`config.mk`:
```
export PLATFORM = sky130hd
export DESIGN_NAME = cdb_arbiter
export DESIGN_NICKNAME = d
export VERILOG_FILES = /design/src/rtl/rv32i_types.sv /design/src/rtl/rr_picker.sv /design/src/rtl/cdb_arbiter.sv
export SDC_FILE = /design/constraint.sdc
export NUM_CORES = 1
export LEC_CHECK = 0
export CAP_MARGIN = 25
export CORE_ASPECT_RATIO = 1.5
export CORE_MARGIN = 2
export CORE_UTILIZATION = 34
export CTS_CLUSTER_DIAMETER = 60
export CTS_CLUSTER_SIZE = 40
export DETAILED_ROUTE_END_ITERATION = 6
export PLACE_DENSITY = 0.81
export SETUP_SLACK_MARGIN = 0.2
export SYNTH_ARGS = -nofsm -noshare
export SYNTH_HDL_FRONTEND = slang
export SYNTH_SLANG_ARGS = --single-unit
```
`constraint.sdc`:
```
create_clock -name clk -period 4.9 [get_ports clk]
set_input_delay 0.98 -clock clk [delete_from_list [all_inputs] [get_ports clk]]
set_output_delay 0.98 -clock clk [all_outputs]
set_load 0.005 [all_outputs]
```
`src/rtl/rv32i_types.sv`:
```
// Shared RV32I core types. Holds the common-data-bus payload and the port map
// used by the CDB arbiter to identify which execution unit owns each request line.
package rv32i_types;

    localparam int XLEN       = 32;
    localparam int ROB_IDX_W  = 5;
    localparam int AREG_IDX_W = 5;
    localparam int PREG_IDX_W = 6;

    // One completed result as broadcast on the common data bus.
    typedef struct packed {
        logic [XLEN-1:0]       result;
        logic [ROB_IDX_W-1:0]  rob_index;
        logic [AREG_IDX_W-1:0] areg_index;
        logic [PREG_IDX_W-1:0] preg_index;
        logic                  cdb_valid;
    } cdb_t;

    // Number of execution units competing for the CDB.
    localparam int NUM_CDB_FU = 4;

    // Request-port index of each execution unit; index 0 has the highest fixed priority.
    typedef enum {FU_ALU, FU_MUL, FU_BR, FU_LSU} fu_idx_e;

endpackage

```
`src/rtl/rr_picker.sv`:
```
// Rotating find-first picker. The request vector is rotated so that the search
// starts at i_ptr, the lowest set bit of the rotated vector is found, and its
// position is mapped back to an absolute index. With i_ptr tied to zero this
// degenerates into a plain fixed-priority (lowest index wins) picker.
module rr_picker #(
    parameter int N = 4
) (
    input  logic [N-1:0]         i_req,
    input  logic [$clog2(N)-1:0] i_ptr,
    output logic [N-1:0]         o_gnt,
    output logic [$clog2(N)-1:0] o_gntIdx,
    output logic                 o_gntAny
);

    localparam int IdxW = $clog2(N);

    logic [2*N-1:0] w_doubled;
    logic [N-1:0]   w_rotated;
    logic [IdxW-1:0] w_offset;
    logic           w_found;
    logic [IdxW:0]  w_sum;

    // Concatenate the request vector with itself and shift right by the pointer so the
    // low N bits hold the requests in search order, starting at i_ptr and wrapping.
    always_comb begin
        w_doubled = {i_req, i_req} >> i_ptr;
        w_rotated = w_doubled[N-1:0];
    end

    // Find the first set bit of the rotated vector; scanning downwards lets the lowest hit win.
    always_comb begin
        w_found  = 1'b0;
        w_offset = '0;
        for (int i = N - 1; i >= 0; i--) begin
            if (w_rotated[i]) begin
                w_found  = 1'b1;
                w_offset = IdxW'(i);
            end
        end
    end

    // Undo the rotation: absolute index = (offset + ptr) mod N, then build the one-hot grant.
    always_comb begin
        w_sum = {1'b0, w_offset} + {1'b0, i_ptr};
        if (w_sum >= (IdxW + 1)'(N)) begin
            w_sum = w_sum - (IdxW + 1)'(N);
        end
        o_gntIdx = w_sum[IdxW-1:0];
        o_gntAny = w_found;
        o_gnt    = w_found ? (N'(1) << o_gntIdx) : '0;
    end

endmodule

```
`src/rtl/cdb_arbiter.sv`:
```
// Common data bus arbiter. Picks at most one completed result per cycle from the
// execution units, hands the winner its ready, and registers the winning payload
// onto the single broadcast bus read by the ROB, wakeup logic and regfile write port.
// A branch flush squashes both the grant and the broadcast for that cycle.
module cdb_arbiter
    import rv32i_types::*;
#(
    parameter int NUM_FU   = NUM_CDB_FU,
    parameter int ARB_MODE = 0
) (
    input  logic                 clk,
    input  logic                 rst,
    input  logic                 branch_flush,
    input  logic [NUM_FU-1:0]    fu_valid,
    input  cdb_t [NUM_FU-1:0]    fu_cdb,
    output logic [NUM_FU-1:0]    fu_ready,
    output cdb_t                 cdb_out,
    output logic                 cdb_out_valid
);

    localparam int PtrW = $clog2(NUM_FU);
    localparam logic [PtrW-1:0] LastIdx = PtrW'(NUM_FU - 1);

    logic [PtrW-1:0]   r_rrPtr;
    logic [PtrW-1:0]   w_searchPtr;
    logic [PtrW-1:0]   w_gntIdx;
    logic [PtrW-1:0]   w_nextPtr;
    logic [NUM_FU-1:0] w_req;
    logic [NUM_FU-1:0] w_gnt;
    logic              w_gntAny;
    cdb_t              w_payload;

    // Requests are masked while in reset or during a flush so no unit is told its result was taken.
    // Fixed-priority mode always searches from index 0.
    always_comb begin
        w_req       = fu_valid & {NUM_FU{~(branch_flush | rst)}};
        w_searchPtr = (ARB_MODE == 1) ? '0 : r_rrPtr;
    end

    rr_picker #(
        .N (NUM_FU)
    ) u_picker (
        .i_req    (w_req),
        .i_ptr    (w_searchPtr),
        .o_gnt    (w_gnt),
        .o_gntIdx (w_gntIdx),
        .o_gntAny (w_gntAny)
    );

    // The grant goes straight back to the units; the winning payload is selected and
    // its cdb_valid forced high so consumers can trust the field without the side valid.
    always_comb begin
        fu_ready            = w_gnt;
        w_payload           = fu_cdb[w_gntIdx];
        w_payload.cdb_valid = 1'b1;
    end

    // Round-robin pointer moves to just past the winner; it holds when nothing is granted
    // (including flush cycles) and never moves in fixed-priority mode.
    always_comb begin
        w_nextPtr = r_rrPtr;
        if ((ARB_MODE == 0) && w_gntAny) begin
            w_nextPtr = (w_gntIdx == LastIdx) ? '0 : w_gntIdx + PtrW'(1);
        end
    end

    // Round-robin pointer register.
    always_ff @(posedge clk or posedge rst) begin
        if (rst) begin
            r_rrPtr <= '0;
        end else begin
            r_rrPtr <= w_nextPtr;
        end
    end

    // Broadcast register: one cycle of valid per grant, cleared to zero on idle or flushed cycles.
    always_ff @(posedge clk or posedge rst) begin
        if (rst) begin
            cdb_out       <= '0;
            cdb_out_valid <= 1'b0;
        end else if (w_gntAny) begin
            cdb_out       <= w_payload;
            cdb_out_valid <= 1'b1;
        end else begin
            cdb_out       <= '0;
            cdb_out_valid <= 1'b0;
        end
    end

endmodule

```
Word level (Yosys, flattened, before mapping)
Cells that the tools add are included.
Widths: inputs -> output; s select.
- memories: 0
- ROM bits: 0
- latch bits: 0
- input port bits: 203
- register bits after elaboration: 52
- memory bits (writable): 0
- divide/modulo/power cells: 0
- reductions and logical operators: 0
- eq/ne operators: 1
- muxes and demuxes: 15
- order comparisons: 2
- multiply operators: 0
- $add $sub $neg: 3
- bitwise operators: 3
- shift operators: 2
- operators with widths (cell ; number):
    $bmux 49 s2 ; 1
    $mux 49 ; 2
    $mux 2 ; 6
    $shr 8x2->4 ; 1
    $mux 1 ; 5
    $and 4x4->4 ; 1
    $mux 4 ; 1
    $shl 1x2->4 const A ; 1
    $add 2x2->3 ; 1
    $ge 3x3->1 const B ; 1
    $lt 2x3->1 const B ; 1
    $add 2x1->2 const B ; 1
    $eq 2x2->1 const B ; 1
    $sub 2x1->2 const B ; 1
    $not 1->1 ; 1
    $or 1x1->1 ; 1

Depth between registers and ports, before layout
- word-level depth: 14
- mapped depth: 12

By module
Synthesis repeated with hierarchy kept, for this count alone.
- cell total of the unflattened synthesis: 267
- area, all modules: 3094.2 um^2
- by module, submodules not included (module ; area each (um^2) ; cells each ; times used ; sequential area each (um^2)):
    cdb_arbiter ; 2824.0 ; 229 ; 1 ; 1276.2
    rr_picker ; 270.3 ; 38 ; 1 ; 0.0

Worst setup path before layout
No wires, ideal clock.
- path kind: input-to-output
- from: input rst
- to: output fu_ready[3]
- arrival: 2867 ps
- stages on the path: 9
- slack: 1053 ps
- path buffers: 3
- path through: nor2_1 > clkbuf_1 > o311a_1 > ha_1 > clkbuf_1 > buf_2 > xnor2_1 > ha_1 > and2_1
- cells in the longest elaborated chain, start to end: 13
- elaborated cells between the ends (all ways): 18
- classes of those cells: add/sub (2); order compare (1); shift (2); mux (10); bitwise (3)
- ends and longest elaborated chain (element ; RTL line ; text):
    start: declaration ; cdb_arbiter.sv:12 ; input logic rst,
    $or 1x1->1 (*) ; cdb_arbiter.sv:36 ; w_req = fu_valid & {NUM_FU{~(branch_flush | rst)}};
    $not 1->1 (*) ; cdb_arbiter.sv:36 ;
    $and 4x4->4 (*) ; cdb_arbiter.sv:36 ;
    $shr 8x2->4 (*) ; rr_picker.sv:26 ; w_doubled = {i_req, i_req} >> i_ptr;
    $mux 2 (4 in a row) ; rr_picker.sv:35 ; if (w_rotated[i]) begin
    $add 2x2->3 ; rr_picker.sv:44 ; w_sum = {1'b0, w_offset} + {1'b0, i_ptr};
    $ge 3x3->1 or $sub 2x1->2 (tied branches) ; rr_picker.sv:45, rr_picker.sv:46 ;
    $mux 2 ; rr_picker.sv:45 ; if (w_sum >= (IdxW + 1)'(N)) begin
    $shl 1x2->4 ; rr_picker.sv:50 ; o_gnt = w_found ? (N'(1) << o_gntIdx) : '0;
    $mux 4 (*) ; rr_picker.sv:50 ;
    end: declaration ; cdb_arbiter.sv:16 ; output logic [NUM_FU-1:0] fu_ready,
Mark *: on every way between the ends. The rest lies on a longest branch, timed or not.

Worst setup path in the final report
- from: input fu_valid[0]
- to: output fu_ready[0]
- cells in the longest elaborated chain, start to end: 11
- elaborated cells between the ends (all ways): 16
- classes of those cells: add/sub (2); order compare (1); shift (2); mux (10); bitwise (1)
- ends and longest elaborated chain (element ; RTL line ; text):
    start: declaration ; cdb_arbiter.sv:14 ; input logic [NUM_FU-1:0] fu_valid,
    $and 4x4->4 (*) ; cdb_arbiter.sv:36 ;
    $shr 8x2->4 (*) ; rr_picker.sv:26 ;
    $mux 2 (4 in a row) ; rr_picker.sv:35 ;
    $add 2x2->3 ; rr_picker.sv:44 ;
    $ge 3x3->1 or $sub 2x1->2 (tied branches) ; rr_picker.sv:45, rr_picker.sv:46 ;
    $mux 2 ; rr_picker.sv:45 ;
    $shl 1x2->4 ; rr_picker.sv:50 ;
    $mux 4 (*) ; rr_picker.sv:50 ;
Marks and branches as above.

==> out/results.tsv <==
metric	value	unit
worst setup path end	fu_ready[0]	
clk root buf	clkbuf_16	
WS Path Type	in -> out	
Pwr Total	2.80	mW
drt pass-1 iters	7	
post-CTS setup repair buffer count	0	
EDFF count, synth	0	
half-perimeter wire length after placement	12.1	mm
crit start category	primary input	
drt initial violations	257	
sequential share of the synthesized area	26.8	%
met2 wire len	9.04	mm
syn_nets	594	
Clk Latency, worst-skew pair	0.29	ns
full die area	15000	µm²
TritonCTS clock tree	yes	
Worst Max-Slew Pin Slew	0.961	ns
Starting Density	34.3	%
FF+latch area	1280	µm²
Resized cells post-CTS	0	
Synth Cell Area	4760	µm²
routed vias	4654	
Avg Cell Area, Syn	12.3	µm²
Final period util	93.3	%
Via density	6.03	
clock-pin slew on the worst setup and hold paths	0.07	ns
TritonCTS Buffers	5	
status	finished clean	
H-tree Lvls	2	
I/O Pins	257	
worst endpoint required time	3.92	ns
Worst Skew	0.00768	ns
VDD IR-drop max	393	µV
DR WL/cell	20.3	µm
gpl congestion	0.863	
#FFs+latches synth	51	
fillers	1170	
TritonCTS Sinks	51	
endpoints failing setup	0	
YS warnings	0	
CP startpoint	fu_valid[0]	
initial antenna violation count	0	
diode count	0	
Max Freq	0.219	GHz
Total Neg Setup Slack	0	ns
clock tree buffer depth	2	
Final Critical Period	4.57	ns
largest net degree at the start of global routing	99	
commonest non-fill, non-tap cell in the layout	clkdlybuf4s50_1	
Remaining DRCs	0	
Min-Delay Path Class	reg -> reg	
Synth-to-Final Area Change	56.9	%
Final Max Slew Viols	0	
worst reg2reg path startpoint	r_rrPtr[1]	
Leak	2.62	nW
RSZ-0062 raised after global routing	no	
Cells after DPL	764	
final wirelength	15.7	mm
std cell rows	53	
maxcap violations	0	
met1 wire length	4.88	mm
post-synth cell types	37	
Worst R2R End	cdb_out[25]	
area of the multi-input gates	3220	µm²
slew margin rel.	35.9	%
top_reg_cell synth	dfrtp_1	
Die Wd	101	µm
highest metal used	met4	
first-pass GRT wire length	24.0	mm
fin cells	772	
R2R Setup Slk	1.66	ns
core area	13900	µm²
Die Span Y	149	µm
layout cells sized above 1	19.6	%
final hold vios	0	
vias in the first global route	4951	
WL met3	1.01	mm
Finished Core Util	53.9	%
Post-CTS Hold Buffers	0	
Pwr Density	375	nW/µm²
Crit. End Element	primary output	
post-route antenna net violation count	0	
Buffers on Ports	252	
Syn Inst Count	388	
most frequent cells in the layout	clkdlybuf4s50_1, mux4_2, nand2_1, dfrtp_1, nand4_1	
gr ovfl total	0	
Worst Reg-to-Reg Cells	9	
Critical Path AT	3.59	ns
GRT Total Usage	20.2	%
peak fanout along the critical path	8	
fin nets	812	
asr flop ratio synth	100	%
==> routing by layer <==
metal  up-vias  track usage (%)
li1       2038                -
met1      2317             19.8
met2       250             38.6
met3        49             3.66
met4         0             11.7
met5         -                0
==> kinds of logic (layout without fill, tap and decap cells) <==
family	after synthesis	count (layout)	synth area share [%]
xor+xnor	1	1	0.184
simple gates	115	115	12.1
flops	51	51	26.8
mux	98	98	45.9
fa+ha+maj	3	3	0.789
compound gates	66	66	7.84
buf+inv	54	273	6.39
==> worst min-delay path by stage <==
stage	start	endpoint	cells after the start
global placement	r_rrPtr[1]	r_rrPtr[1]	2
finish	r_rrPtr[1]	r_rrPtr[1]	2
detailed placement	r_rrPtr[1]	r_rrPtr[1]	2
floorplan	r_rrPtr[0]	r_rrPtr[0]	2
CTS	r_rrPtr[1]	r_rrPtr[1]	2
global route	r_rrPtr[1]	r_rrPtr[1]	2
==> sequential cells by signal, summed over array words and instances (netlist names) <==
signal	cells
cdb_out	49
r_rrPtr	2
==> power breakdown <==
part           leakage [nW]  switching, mW  internal, mW
combinational          1.86          0.795          1.09
sequential            0.687         0.0555         0.521
clock                0.0679          0.155         0.189
==> worst max-delay path: stages <==
cell and delay [ns]:
clkdlybuf4s50_1 0.60, nand2b_1 0.17, a21oi_1 0.07, o311a_1 0.39
ha_1 0.32, or3_1 0.37, o22ai_1 0.16, clkdlybuf4s50_1 0.54
==> area by class of cell <==
| class | instances | area share (%) |
|---|---|---|
| repair buffers | 262 | 35.0 |
| well taps | 165 | 2.77 |
| multi-input cells | 283 | 43.1 |
| clock buffers | 7 | 1.78 |
| inverters | 3 | 0.151 |
| flip-flops and latches | 51 | 17.1 |
| clock inverters | 1 | 0.0670 |
==> synthesized netlist by cell type (all sizes together), types with 2 or more instances <==
cell,count,area [µm²]
nor2,4,15.0
dfrtp,51,1280
o22ai,4,25.0
nand2,53,199
o21ai,51,259
nand4,48,300
mux2i,2,20.0
buf,35,233
ha,3,37.5
o2bb2ai,2,17.5
nand2b,3,18.8
a21oi,2,10.0
clkbuf,16,60.1
mux4,96,2160
inv,3,11.3
==> metrics by stage <==
step                      setup slack [ns]  hold slack (ns)  cell area, µm²
after floorplan                       1.05            0.619            4760
after global placement               0.284            0.760            7300
after detailed placement             0.239            0.775            7320
after CTS                            0.232            0.781            7460
after global routing                 0.235            0.838            7460
final                                0.328            0.783            7460
Note: power is estimated with default switching activity, not from simulation.
